### src/rtl/pwm_pkg.sv
// Shared defaults and types for the centre-aligned dead-time PWM.
package pwm_pkg;

  localparam int unsigned DefN      = 3;
  localparam int unsigned DefW      = 10;
  localparam int unsigned DefDeadW  = 6;
  localparam int unsigned PeriodMin = 2;

  typedef enum logic {
    DIR_UP   = 1'b0,
    DIR_DOWN = 1'b1
  } dir_e;

endpackage

### src/rtl/dead_time_gen.sv
// Per-channel complementary driver: turns one raw PWM bit into a high/low gate
// pair with a programmable gap where both sides are off.
module dead_time_gen
  import pwm_pkg::*;
#(
  parameter int unsigned DEAD_W = DefDeadW
) (
  input  logic              Clk,
  input  logic              nReset,
  input  logic              Enable,
  input  logic              Raw,
  input  logic [DEAD_W-1:0] Dead,
  output logic              Out_High,
  output logic              Out_Low
);

  logic              raw_prev_q;
  logic              en_q;
  logic              hi_q, hi_d;
  logic              lo_q, lo_d;
  logic [DEAD_W-1:0] cnt_q, cnt_d;

  // Every change (and enable start) drops both sides before the new side may
  // assert, so the gate pair can never overlap whatever Dead does.
  always_comb begin
    hi_d  = hi_q;
    lo_d  = lo_q;
    cnt_d = cnt_q;
    if (!Enable) begin
      hi_d  = 1'b0;
      lo_d  = 1'b0;
      cnt_d = '0;
    end else if ((Raw != raw_prev_q) || !en_q) begin
      if (Dead == '0) begin
        hi_d  = Raw;
        lo_d  = ~Raw;
        cnt_d = '0;
      end else begin
        hi_d  = 1'b0;
        lo_d  = 1'b0;
        cnt_d = Dead;
      end
    end else if (cnt_q != '0) begin
      cnt_d = cnt_q - DEAD_W'(1);
      if (cnt_q == DEAD_W'(1)) begin
        hi_d = Raw;
        lo_d = ~Raw;
      end
    end
  end

  always_ff @(posedge Clk or negedge nReset) begin
    if (!nReset) begin
      raw_prev_q <= 1'b0;
      en_q       <= 1'b0;
      hi_q       <= 1'b0;
      lo_q       <= 1'b0;
      cnt_q      <= '0;
    end else begin
      raw_prev_q <= Raw;
      en_q       <= Enable;
      hi_q       <= hi_d;
      lo_q       <= lo_d;
      cnt_q      <= cnt_d;
    end
  end

  assign Out_High = hi_q;
  assign Out_Low  = lo_q;

endmodule

### src/rtl/pwm_centre_dt.sv
// N-channel triangle-carrier PWM with double-buffered duty/period and
// per-channel dead-time insertion.
module pwm_centre_dt
  import pwm_pkg::*;
#(
  parameter int unsigned N          = DefN,
  parameter int unsigned W          = DefW,
  parameter int unsigned DEAD_W     = DefDeadW,
  parameter int unsigned PERIOD_RST = 1023
) (
  input  logic              Clk,
  input  logic              nReset,
  input  logic              Enable,
  input  logic              Mode,
  input  logic [W-1:0]      Period,
  input  logic [DEAD_W-1:0] Dead,
  input  logic [N*W-1:0]    Duty,
  input  logic              Load,
  output logic              Pending,
  output logic [N-1:0]      Out_High,
  output logic [N-1:0]      Out_Low,
  output logic              Sync_Out
);

  logic [W-1:0]   cnt_q, cnt_d;
  dir_e           dir_q, dir_d;
  logic [W-1:0]   act_per_q, act_per_d;
  logic [W-1:0]   pend_per_q, pend_per_d;
  logic [N*W-1:0] act_duty_q, act_duty_d;
  logic [N*W-1:0] pend_duty_q, pend_duty_d;
  logic           pend_q, pend_d;
  logic           sync_q, sync_d;
  logic [N-1:0]   raw_q, raw_d;
  logic [W-1:0]   per_eff;
  logic           transfer;

  always_comb begin
    per_eff  = (act_per_q < W'(PeriodMin)) ? W'(PeriodMin) : act_per_q;
    transfer = pend_q && ((cnt_q == '0) || (Mode && (cnt_q == per_eff)));

    // A Load coinciding with a transfer still hands over the old pending set.
    act_per_d   = transfer ? pend_per_q : act_per_q;
    act_duty_d  = transfer ? pend_duty_q : act_duty_q;
    pend_per_d  = Load ? Period : pend_per_q;
    pend_duty_d = Load ? Duty : pend_duty_q;
    pend_d      = Load | (pend_q & ~transfer);

    cnt_d = cnt_q;
    dir_d = dir_q;
    if (!Enable) begin
      cnt_d = '0;
      dir_d = DIR_UP;
    end else if (dir_q == DIR_UP) begin
      if (cnt_q >= per_eff) begin
        cnt_d = cnt_q - W'(1);
        dir_d = DIR_DOWN;
      end else begin
        cnt_d = cnt_q + W'(1);
      end
    end else begin
      if (cnt_q == '0) begin
        cnt_d = W'(1);
        dir_d = DIR_UP;
      end else begin
        cnt_d = cnt_q - W'(1);
      end
    end

    for (int j = 0; j < int'(N); j++) begin
      raw_d[j] = act_duty_q[j*W +: W] > cnt_q;
    end
    sync_d = Enable && (cnt_q == '0);
  end

  always_ff @(posedge Clk or negedge nReset) begin
    if (!nReset) begin
      cnt_q       <= '0;
      dir_q       <= DIR_UP;
      act_per_q   <= W'(PERIOD_RST);
      pend_per_q  <= '0;
      act_duty_q  <= '0;
      pend_duty_q <= '0;
      pend_q      <= 1'b0;
      sync_q      <= 1'b0;
      raw_q       <= '0;
    end else begin
      cnt_q       <= cnt_d;
      dir_q       <= dir_d;
      act_per_q   <= act_per_d;
      pend_per_q  <= pend_per_d;
      act_duty_q  <= act_duty_d;
      pend_duty_q <= pend_duty_d;
      pend_q      <= pend_d;
      sync_q      <= sync_d;
      raw_q       <= raw_d;
    end
  end

  assign Pending  = pend_q;
  assign Sync_Out = sync_q;

  for (genvar g = 0; g < int'(N); g++) begin : g_ch
    dead_time_gen #(
      .DEAD_W(DEAD_W)
    ) u_dt (
      .Clk     (Clk),
      .nReset  (nReset),
      .Enable  (Enable),
      .Raw     (raw_q[g]),
      .Dead    (Dead),
      .Out_High(Out_High[g]),
      .Out_Low (Out_Low[g])
    );
  end

endmodule

### config.mk
export PLATFORM = sky130hd
export DESIGN_NAME = pwm_centre_dt
export DESIGN_NICKNAME = d
export VERILOG_FILES = /design/src/rtl/pwm_pkg.sv /design/src/rtl/dead_time_gen.sv /design/src/rtl/pwm_centre_dt.sv
export SDC_FILE = /design/constraint.sdc
export NUM_CORES = 1
export LEC_CHECK = 0
export ABC_AREA = 1
export CAP_MARGIN = 15
export CORE_AREA = 5 5 156 158
export CTS_CLUSTER_DIAMETER = 150
export CTS_CLUSTER_SIZE = 16
export DETAILED_ROUTE_END_ITERATION = 10
export DIE_AREA = 0 0 161 163
export GPL_TIMING_DRIVEN = 0
export PLACE_DENSITY = 0.45
export SLEW_MARGIN = 30
export SYNTH_ARGS = -nofsm -noshare
export SYNTH_HDL_FRONTEND = slang
export SYNTH_SLANG_ARGS = --single-unit
### constraint.sdc
create_clock -name Clk -period 3.7 [get_ports Clk]
set_input_delay 0.925 -clock Clk [delete_from_list [all_inputs] [get_ports Clk]]
set_output_delay 0.925 -clock Clk [all_outputs]
set_load 0.05 [all_outputs]
==> flow_summary.json, run 1 <==
{
  "switchingPower_uw": 2569,
  "rows": 56,
  "relSlewSlack": 0.5904,
  "seqPwrFrac": 0.323,
  "cts_tree": "done",
  "diodes": 0,
  "grt_usage": 0.1280,
  "path_buf_inv": 1,
  "status": "complete, no violations",
  "finalHoldViolCount": 0,
  "clk_pin_slew_ps": 60,
  "grt_antenna_before_repair": 0,
  "cp-start-kind": "flip-flop",
  "max-clock-path-buffers": 2,
  "critical_path_required_ps": 2770,
  "avgViaCountPerCell": 4.394,
  "period_share": 0.7396,
  "syn_area_mm2": 0.006704,
  "synth_top_area_frac": 0.4255,
  "max_stage_delay_ps": 880,
  "post-place-ws_ps": 1130,
  "clock-sinks": 124,
  "syn_area_per_cell_um2": 8.573,
  "clock_latency_ps": 420,
  "grt_max_degree": 81,
  "power_density_mw_per_mm2": 777.2,
  "maxCapViolCount": 0,
  "tightest_slew_ps": 614.3,
  "drv_slew": 0,
  "first_pass_iters": 4,
  "crit_end": "Pending",
  "holdCritPathClass": "in2async",
  "drive_above_1_share": 0.1261,
  "critPathKind": "reg2out",
  "finClkSkew_ps": 12.32,
  "min_period_ps": 2736,
  "crit_cells": 1,
  "r2r_end": "cnt_q[4]$_DFF_PN0_",
  "nets": 958,
  "yosysTopAreaCell": "dfrtp_1",
  "ys_top_cells_by_area": "dfrtp_1 (43%), nand2_1 (10%), ha_1 (9.0%)",
  "r2r_cells": 11,
  "synth_cell_types": 34,
  "reg2reg_setup_slack_ps": 1510,
  "die-area_mm2": 0.02624,
  "grt_pass1_vias": 5183,
  "syn_to_final_growth_pct": 23.16,
  "arrival_ps": 1810,
  "ys_seq_area_frac": 0.4647,
  "drt_iter0_drc": 213,
  "cts_buffers": 17,
  "rsz0062_at_grt": "no",
  "postCtsHoldBufs": 0,
  "coreArea_mm2": 0.02298,
  "setup_violations": 0,
  "syn_nets": 881,
  "setup_slack_ps": 963.6,
  "cp_slowest_cell": "clkdlybuf4s50_1",
  "totalWireLength_um": 15550,
  "hpwl_um": 11550,
  "drc": 0,
  "dieWidth_um": 161,
  "start_util": 0.2917,
  "crit_fanout": 3,
  "die_h_um": 163,
  "grt_first_pass_wirelength_um": 26650,
  "yosys_warnings": 0,
  "wl_per_cell_um": 13.38,
  "crit_family": "buffers and inverters",
  "ys_ff_latch": 124,
  "root_buffer": "clkbuf_16",
  "syn_inst": 782,
  "gp_congestion": 0.7893,
  "cp_cell_sequence": "clkdlybuf4s50_1",
  "comb_power_share": 0.416,
  "cts_max_level": 4,
  "ir_drop_v": 0.0003107,
  "ant_nets": 0,
  "grt-ovfl-total": 0,
  "power.share.clock": 0.261,
  "power_leakage_uw": 0.003992,
  "finish.utilization": 0.3593,
  "io_buffers": 57,
  "startpoint": "Pending$_DFF_PN0_",
  "swShare": 0.4003,
  "cts-resized-gates": 0,
  "setup.worst_path.end_class": "output pin",
  "reg2reg_from": "act_per_q[9]$_DFFE_PN1P_",
  "p_int_uw": 3849,
  "io_pins": 59,
  "cts_setup_buffers": 0,
  "max_freq_mhz": 365.4,
  "routed-via-count": 5106,
  "fin_setup_tns_ps": 0
}
state kept, by name, summed over array words and instances (netlist names), 3 cells and up:
signal and cells:
g_ch.u_dt.raw_prev_q 3, act_per_q 10, act_duty_q 30, pend_duty_q 30
g_ch.u_dt.Out_Low 3, cnt_q 10, pend_per_q 10, raw_q 3
g_ch.u_dt.Out_High 3, g_ch.u_dt.cnt_q 18
worst min-delay path by stage:
stage,to,cells after the start
2_1_floorplan,g_ch[0].u_dt.raw_prev_q$_DFF_PN0_,0
3_3_place_gp,g_ch[2].u_dt.raw_prev_q$_DFF_PN0_,0
3_5_place_dp,g_ch[2].u_dt.raw_prev_q$_DFF_PN0_,0
4_1_cts,g_ch[0].u_dt.cnt_q[3]$_DFFE_PN0P_,1
5_1_grt,g_ch[0].u_dt.cnt_q[3]$_DFFE_PN0P_,1
6_report,g_ch[0].u_dt.cnt_q[3]$_DFFE_PN0P_,1
placed cells by master, fill, tap and decap left out, types with 17 or more instances in the layout:
| master | instances |
|---|---|
| dfrtp_1 | 114 |
| ha_1 | 48 |
| nand3_1 | 32 |
| inv_1 | 107 |
| o21ai_2 | 40 |
| clkdlybuf4s50_1 | 56 |
| nor2_1 | 65 |
| o21ai_0 | 67 |
| nand2_1 | 180 |
| clkbuf_16 | 17 |
| a21oi_1 | 27 |
metrics by stage:
step	power [µW]	area, µm²	hold slack (ps)	cells
after floorplan	4093	6704	394.9	782
after global placement	4796	7637	416.4	1129
after detailed placement	4825	7670	423.8	1130
after CTS	6539	8257	406.4	1162
after global routing	7045	8257	414.8	1162
final	6417	8257	405.9	1162
cell families after synthesis:
kind of cell	after synthesis	synth area share
buffers and inverters	137	0.09108
AO/OA/AOI/OAI	155	0.1445
flip-flops	124	0.4647
AND/OR/NAND/NOR	302	0.1892
adder cells (fa/ha/maj)	48	0.08959
XOR/XNOR	16	0.02090
power by group through the flow:
stage	Sequential, µW	Clock (µW)	Combinational, µW
floorplan	2020	0	2070
global placement	2110	0	2690
detailed placement	2100	0	2720
CTS	2080	1730	2730
global route	2140	1790	3120
finish	2070	1670	2670
layer usage:
layer  up-vias  GRT usage  part of all wire
met5         -          0                 0
met2        68     0.2072              0.47
li1       2690          -                 -
met1      2336     0.1711              0.49
met3        12    0.02759             0.036
met4         0    0.04304            0.0081
cells in the mapped netlist:
master	n
nand2_1	180
dfrtp_1	114
inv_1	107
o21ai_0	67
nor2_1	65
ha_1	48
o21ai_2	40
nand3_1	32
a21oi_1	27
clkbuf_1	12
xor2_1	11
dfstp_2	10
buf_6	9
nand4_1	8
o22ai_1	8
buf_4	7
xnor2_1	5
nor4_1	4
o211ai_1	4
nor3_1	3
a31oi_1	2
buf_2	2
nand2_4	2
nor2_4	2
nor3b_1	2
o21bai_1	2
o31ai_1	2
a31o_2	1
nand2_2	1
nand2_8	1
nor2_2	1
o21a_1	1
o31a_1	1
or2_2	1
worst register-to-register path: cells and delay by family, from the launching register on:
kind,cells,cell delay (ps)
simple gates,6,650
compound gates,2,440
flops,1,370
buf+inv,2,330
fa+ha+maj,1,270
final cells by class:
class,instances,area [µm²]
plain buffers,30,209.0
clock buffers,18,429.2
clock inverters,14,157.7
fillers,2454,14730
inverters,107,401.6
multi-input cells,521,2978
flip-flops and latches,124,3115
well taps,290,362.8
repair buffers,58,603.1
No activity file was read; power rests on OpenSTA's default activity.
==> inputs of run 2 (changes only) <==
- PLACE_DENSITY: 0.45 -> 0.46
- clock period: 3.7 -> 2.4 ns (I/O delays scaled with it)
==> run 2 against run 1 <==
  * Combinational power grew 55%
  * Final cell count stayed put
  * Critical path depth is 1 higher
  * Power grew 58%
  * Sequential cell count is the same
  * Sequential power is 55% higher
  * Worst hold slack worse by 330 ps
==> flow_summary.json, run 2 (same netlist as run 1, synthesis figures left out) <==
{
  "clk_pin_slew_ps": 60,
  "relSlewSlack": 0.5829,
  "dp_cells": 1130,
  "cts_buffers": 17,
  "max_freq_mhz": 437.6,
  "crit_fanout": 2,
  "power_leakage_uw": 0.004014,
  "reg2reg_setup_slack_ps": 200,
  "critical_path_required_ps": 1800,
  "drive_above_1_share": 0.1261,
  "die-area_mm2": 0.02624,
  "totalWireLength_um": 15700,
  "dieWidth_um": 161,
  "coreArea_mm2": 0.02298,
  "status": "complete, no violations",
  "cts-resized-gates": 1,
  "finClkSkew_ps": 14.63,
  "first_pass_iters": 5,
  "setup.worst_path.end_class": "output pin",
  "grt_max_degree": 79,
  "rows": 56,
  "root_buffer": "clkbuf_16",
  "min_period_ps": 2285,
  "fill_cells": 2403,
  "tightest_slew_ps": 625.6,
  "avgViaCountPerCell": 4.397,
  "ant_nets": 0,
  "setup_violations": 0,
  "cp-start-kind": "flip-flop",
  "design_power_total_uw": 10120,
  "gp_congestion": 0.7848,
  "top_regs": "act_duty_q: 30 flops, pend_duty_q: 30 flops, g_ch.u_dt.cnt_q: 18 flops",
  "mostFrequentLayoutCell": "nand2_1",
  "max-clock-path-buffers": 2,
  "start_util": 0.2917,
  "wl_per_cell_um": 13.51,
  "diodes": 0,
  "hpwl_um": 11510,
  "rsz0062_at_grt": "no",
  "grt_antenna_before_repair": 0,
  "cts_setup_buffers": 0,
  "cts_tree": "done",
  "maxCapViolCount": 0,
  "arrival_ps": 1690,
  "nets": 958,
  "io_buffers": 57,
  "cts_max_level": 4,
  "grt_first_pass_wirelength_um": 26990,
  "postCtsHoldBufs": 0,
  "final_cell_mix": "nand2_1 (180), dfrtp_1 (114), inv_1 (107), o21ai_0 (67), nor2_1 (65)",
  "io_pins": 59,
  "holdCritPathClass": "in2async",
  "syn_to_final_growth_pct": 23.85,
  "routed-via-count": 5109,
  "ir_drop_v": 0.0004689,
  "die_h_um": 163,
  "drc": 0,
  "finalHoldViolCount": 0,
  "grt_pass1_vias": 5339,
  "grt_usage": 0.1280,
  "grt-ovfl-total": 0,
  "clock-sinks": 124,
  "drt_iter0_drc": 174,
  "power_density_mw_per_mm2": 1219,
  "clock_latency_ps": 430,
  "drv_slew": 0,
  "finalNonFillerCells": 1162,
  "period_share": 0.9521,
  "critPathKind": "reg2out"
}
==> run 2: metal layers <==
| metal | wire length [µm] | GRT usage |
|---|---|---|
| met1 | 7747 | 0.1685 |
| met2 | 7323 | 0.2126 |
| met3 | 402 | 0.03138 |
| met4 | 221 | 0.03257 |
| met5 | 0 | 0 |
==> run 2: per-stage QoR <==
step / setup slack [ps] / TNS [ps] / hold WS [ps] / instance area [µm²] / utilization
final: 114.9 / 0 / 74.34 / 8303 / 0.3613
after global routing: 16.23 / 0 / 86.11 / 8303 / 0.3613
after CTS: 86.68 / 0 / 83.18 / 8303 / 0.3613
after detailed placement: 193.5 / 0 / 418.5 / 7670 / 0.3337
after global placement: -4605 / -552730 / 418.7 / 7637 / 0.3323
after floorplan: 500.6 / 0 / 304.4 / 6704 / -
==> run 2: final cells by class <==
class	count	area (µm²)	share of cell area
timing repair buffer	58	601.8	0.07248
clock buffer	18	429.2	0.05169
buffer	30	209.0	0.02517
sequential	124	3115	0.3752
inverter	107	401.6	0.04837
multi-input combinational	521	2978	0.3587
clock inverter	14	205.2	0.02471
tap	290	362.8	0.04370
==> run 2: final timing paths <==
kind / from / endpoint / depth (start not counted)
setup / recovery: g_ch[0].u_dt.Out_High$_DFFE_PN0P_ / Out_High[0] / 2
hold / removal: nReset / g_ch[0].u_dt.cnt_q[3]$_DFFE_PN0P_ / 1
setup reg to reg: act_per_q[9]$_DFFE_PN1P_ / cnt_q[4]$_DFF_PN0_ / 11
hold reg to reg: raw_q[0]$_DFF_PN0_ / g_ch[0].u_dt.raw_prev_q$_DFF_PN0_ / 0
max in group asynchronous: nReset / act_per_q[4]$_DFFE_PN1P_ / 2
min in group Clk: raw_q[0]$_DFF_PN0_ / g_ch[0].u_dt.raw_prev_q$_DFF_PN0_ / 0
==> run 2: critical path: stages (launching register included) <==
cell	delay, ps
dfrtp_1	370
buf_4	110
clkdlybuf4s50_1	790
==> run 2: power breakdown <==
group          internal [µW]  switching, µW  leakage [µW]
clock                   1760           1030      0.000303
combinational           1630           2500       0.00218
sequential              2750            453       0.00153
==> inputs of run 3 (changes only) <==
- HOLD_SLACK_MARGIN: default -> 0.12
==> run 3 against run 2 <==
  * Register-to-register slack hardly changed
  * Via count hardly changed
  * Final cell count hardly changed
  * Sequential share of layout area hardly changed
  * Sequential cell count stayed put
  * Maximum frequency hardly changed
==> flow_summary.json, run 3 (same netlist as run 1, synthesis figures left out) <==
{
  "grt-ovfl-total": 0,
  "hold_path_depth": 0,
  "drive_above_1_share": 0.1260,
  "grt_usage": 0.1281,
  "cts_buffers": 17,
  "drc": 0,
  "seq_area_mm2": 0.003115,
  "root_buffer": "clkbuf_16",
  "max_freq_mhz": 437.2,
  "r2r_cells": 11,
  "fin_setup_tns_ps": 0,
  "relSlewSlack": 0.5780,
  "rsz0062_at_grt": "no",
  "cts_max_level": 4,
  "cp_cell_sequence": "buf_4 -> clkdlybuf4s50_1",
  "multi_input_area_mm2": 0.002978,
  "dp_cells": 1130,
  "ir_drop_v": 0.0004674,
  "power_density_mw_per_mm2": 1217,
  "arrival_ps": 1690,
  "mostFrequentLayoutCell": "nand2_1",
  "crit_fanout": 2,
  "fill_cells": 2402,
  "nets": 959,
  "status": "complete, no violations",
  "crit_family": "buffers and inverters",
  "dieWidth_um": 161,
  "clock_latency_ps": 430,
  "hpwl_um": 11510,
  "rows": 56,
  "grt_antenna_before_repair": 0,
  "finClkSkew_ps": 10.96,
  "power_leakage_uw": 0.004018,
  "final_area_mm2": 0.008313,
  "die_h_um": 163,
  "drv_slew": 0,
  "syn_to_final_growth_pct": 24.00,
  "path_buf_inv": 2,
  "die-area_mm2": 0.02624,
  "max_stage_delay_ps": 790,
  "maxCapViolCount": 0,
  "cts_setup_buffers": 0,
  "grt_max_degree": 79,
  "post-place-ws_ps": 193.5,
  "critPathKind": "reg2out",
  "finalNonFillerCells": 1163,
  "cp-start-kind": "flip-flop",
  "reg2reg_setup_slack_ps": 210,
  "grt_pass1_vias": 5347,
  "diodes": 0,
  "start_util": 0.2917,
  "period_share": 0.9530,
  "final_cell_mix": "nand2_1 (180), dfrtp_1 (114), inv_1 (107), o21ai_0 (67), nor2_1 (65)",
  "clk_pin_slew_ps": 60,
  "reg2reg_from": "act_per_q[7]$_DFFE_PN1P_",
  "grt_first_pass_wirelength_um": 27020,
  "holdWs_ps": 429.8,
  "drt_iter0_drc": 170,
  "crit_end": "Out_High[0]",
  "totalWireLength_um": 15670,
  "min_period_ps": 2287,
  "startpoint": "g_ch[0].u_dt.Out_High$_DFFE_PN0P_",
  "cp_slowest_cell": "clkdlybuf4s50_1",
  "crit_cells": 2,
  "routed-via-count": 5104,
  "io_buffers": 57,
  "top_regs": "act_duty_q: 30 flops, pend_duty_q: 30 flops, g_ch.u_dt.cnt_q: 18 flops",
  "holdCritPathClass": "reg2reg",
  "io_pins": 59,
  "first_pass_iters": 4,
  "gp_congestion": 0.7848,
  "setup.worst_path.end_class": "output pin",
  "setup_slack_ps": 112.8,
  "ant_nets": 0,
  "cts_tree": "done",
  "coreArea_mm2": 0.02298,
  "dpl_cell_area_mm2": 0.007670,
  "critical_path_required_ps": 1800,
  "setup_violations": 0,
  "avgViaCountPerCell": 4.389,
  "finalHoldViolCount": 0,
  "clock-sinks": 124,
  "wl_per_cell_um": 13.48,
  "r2r_end": "cnt_q[4]$_DFF_PN0_",
  "tightest_slew_ps": 633.0,
  "max-clock-path-buffers": 2
}
-- run 3: cell type report --
| class | instances | share of cell area |
|---|---|---|
| Clock buffer | 18 | 0.05163 |
| Multi-Input combinational cell | 521 | 0.3582 |
| Timing Repair Buffer | 59 | 0.07360 |
| Tap cell | 290 | 0.04365 |
| Inverter | 107 | 0.04831 |
| Sequential cell | 124 | 0.3748 |
| Buffer | 30 | 0.02514 |
| Clock inverter | 14 | 0.02468 |
-- run 3: worst min-delay path by stage --
stage                             startpoint                                end  slack (ps)
after floorplan                       nReset                  Pending$_DFF_PN0_         300
after global placement    raw_q[2]$_DFF_PN0_  g_ch[2].u_dt.raw_prev_q$_DFF_PN0_         420
after detailed placement  raw_q[1]$_DFF_PN0_  g_ch[1].u_dt.raw_prev_q$_DFF_PN0_         420
after CTS                 raw_q[2]$_DFF_PN0_  g_ch[2].u_dt.raw_prev_q$_DFF_PN0_         430
after global routing      raw_q[2]$_DFF_PN0_  g_ch[2].u_dt.raw_prev_q$_DFF_PN0_         450
final                     raw_q[0]$_DFF_PN0_  g_ch[0].u_dt.raw_prev_q$_DFF_PN0_         430
-- run 3: metrics by stage --
step / utilization / power, µW
2_1_floorplan: - / 6310
3_3_place_gp: 0.3323 / 7389
3_5_place_dp: 0.3337 / 7430
4_1_cts: 0.3617 / 10280
5_1_grt: 0.3617 / 11070
6_report: 0.3617 / 10120
-- run 3: worst register-to-register path, stage by stage, from the launching register on --
cell	delay (ps)
dfstp_2	370
inv_1	80
nand4_1	120
o31a_1	290
ha_1	270
nand2_1	80
nand3_1	80
nand3_1	90
nand3_1	220
buf_4	250
o21ai_0	150
nor2_1	70
-- run 3: timing repair --
item | 4_1_cts | 5_1_grt
setup endpoints to repair | 1 | 0
gates resized for setup | 1 | 0
endpoints found under the hold margin | 46 | 0
hold buffers | 1 | 0
-- run 3: where the power goes --
group	switching, µW	internal [µW]
logic	2500	1630
clock network	1030	1760
registers	455	2750
total	3980	6140
-- run 3: metal layers --
metal,vias up,part of all wire,track usage
met5,-,0,0
met4,0,0.015,0.03257
met3,18,0.028,0.03113
met2,55,0.47,0.2130
met1,2351,0.49,0.1686
li1,2680,-,-
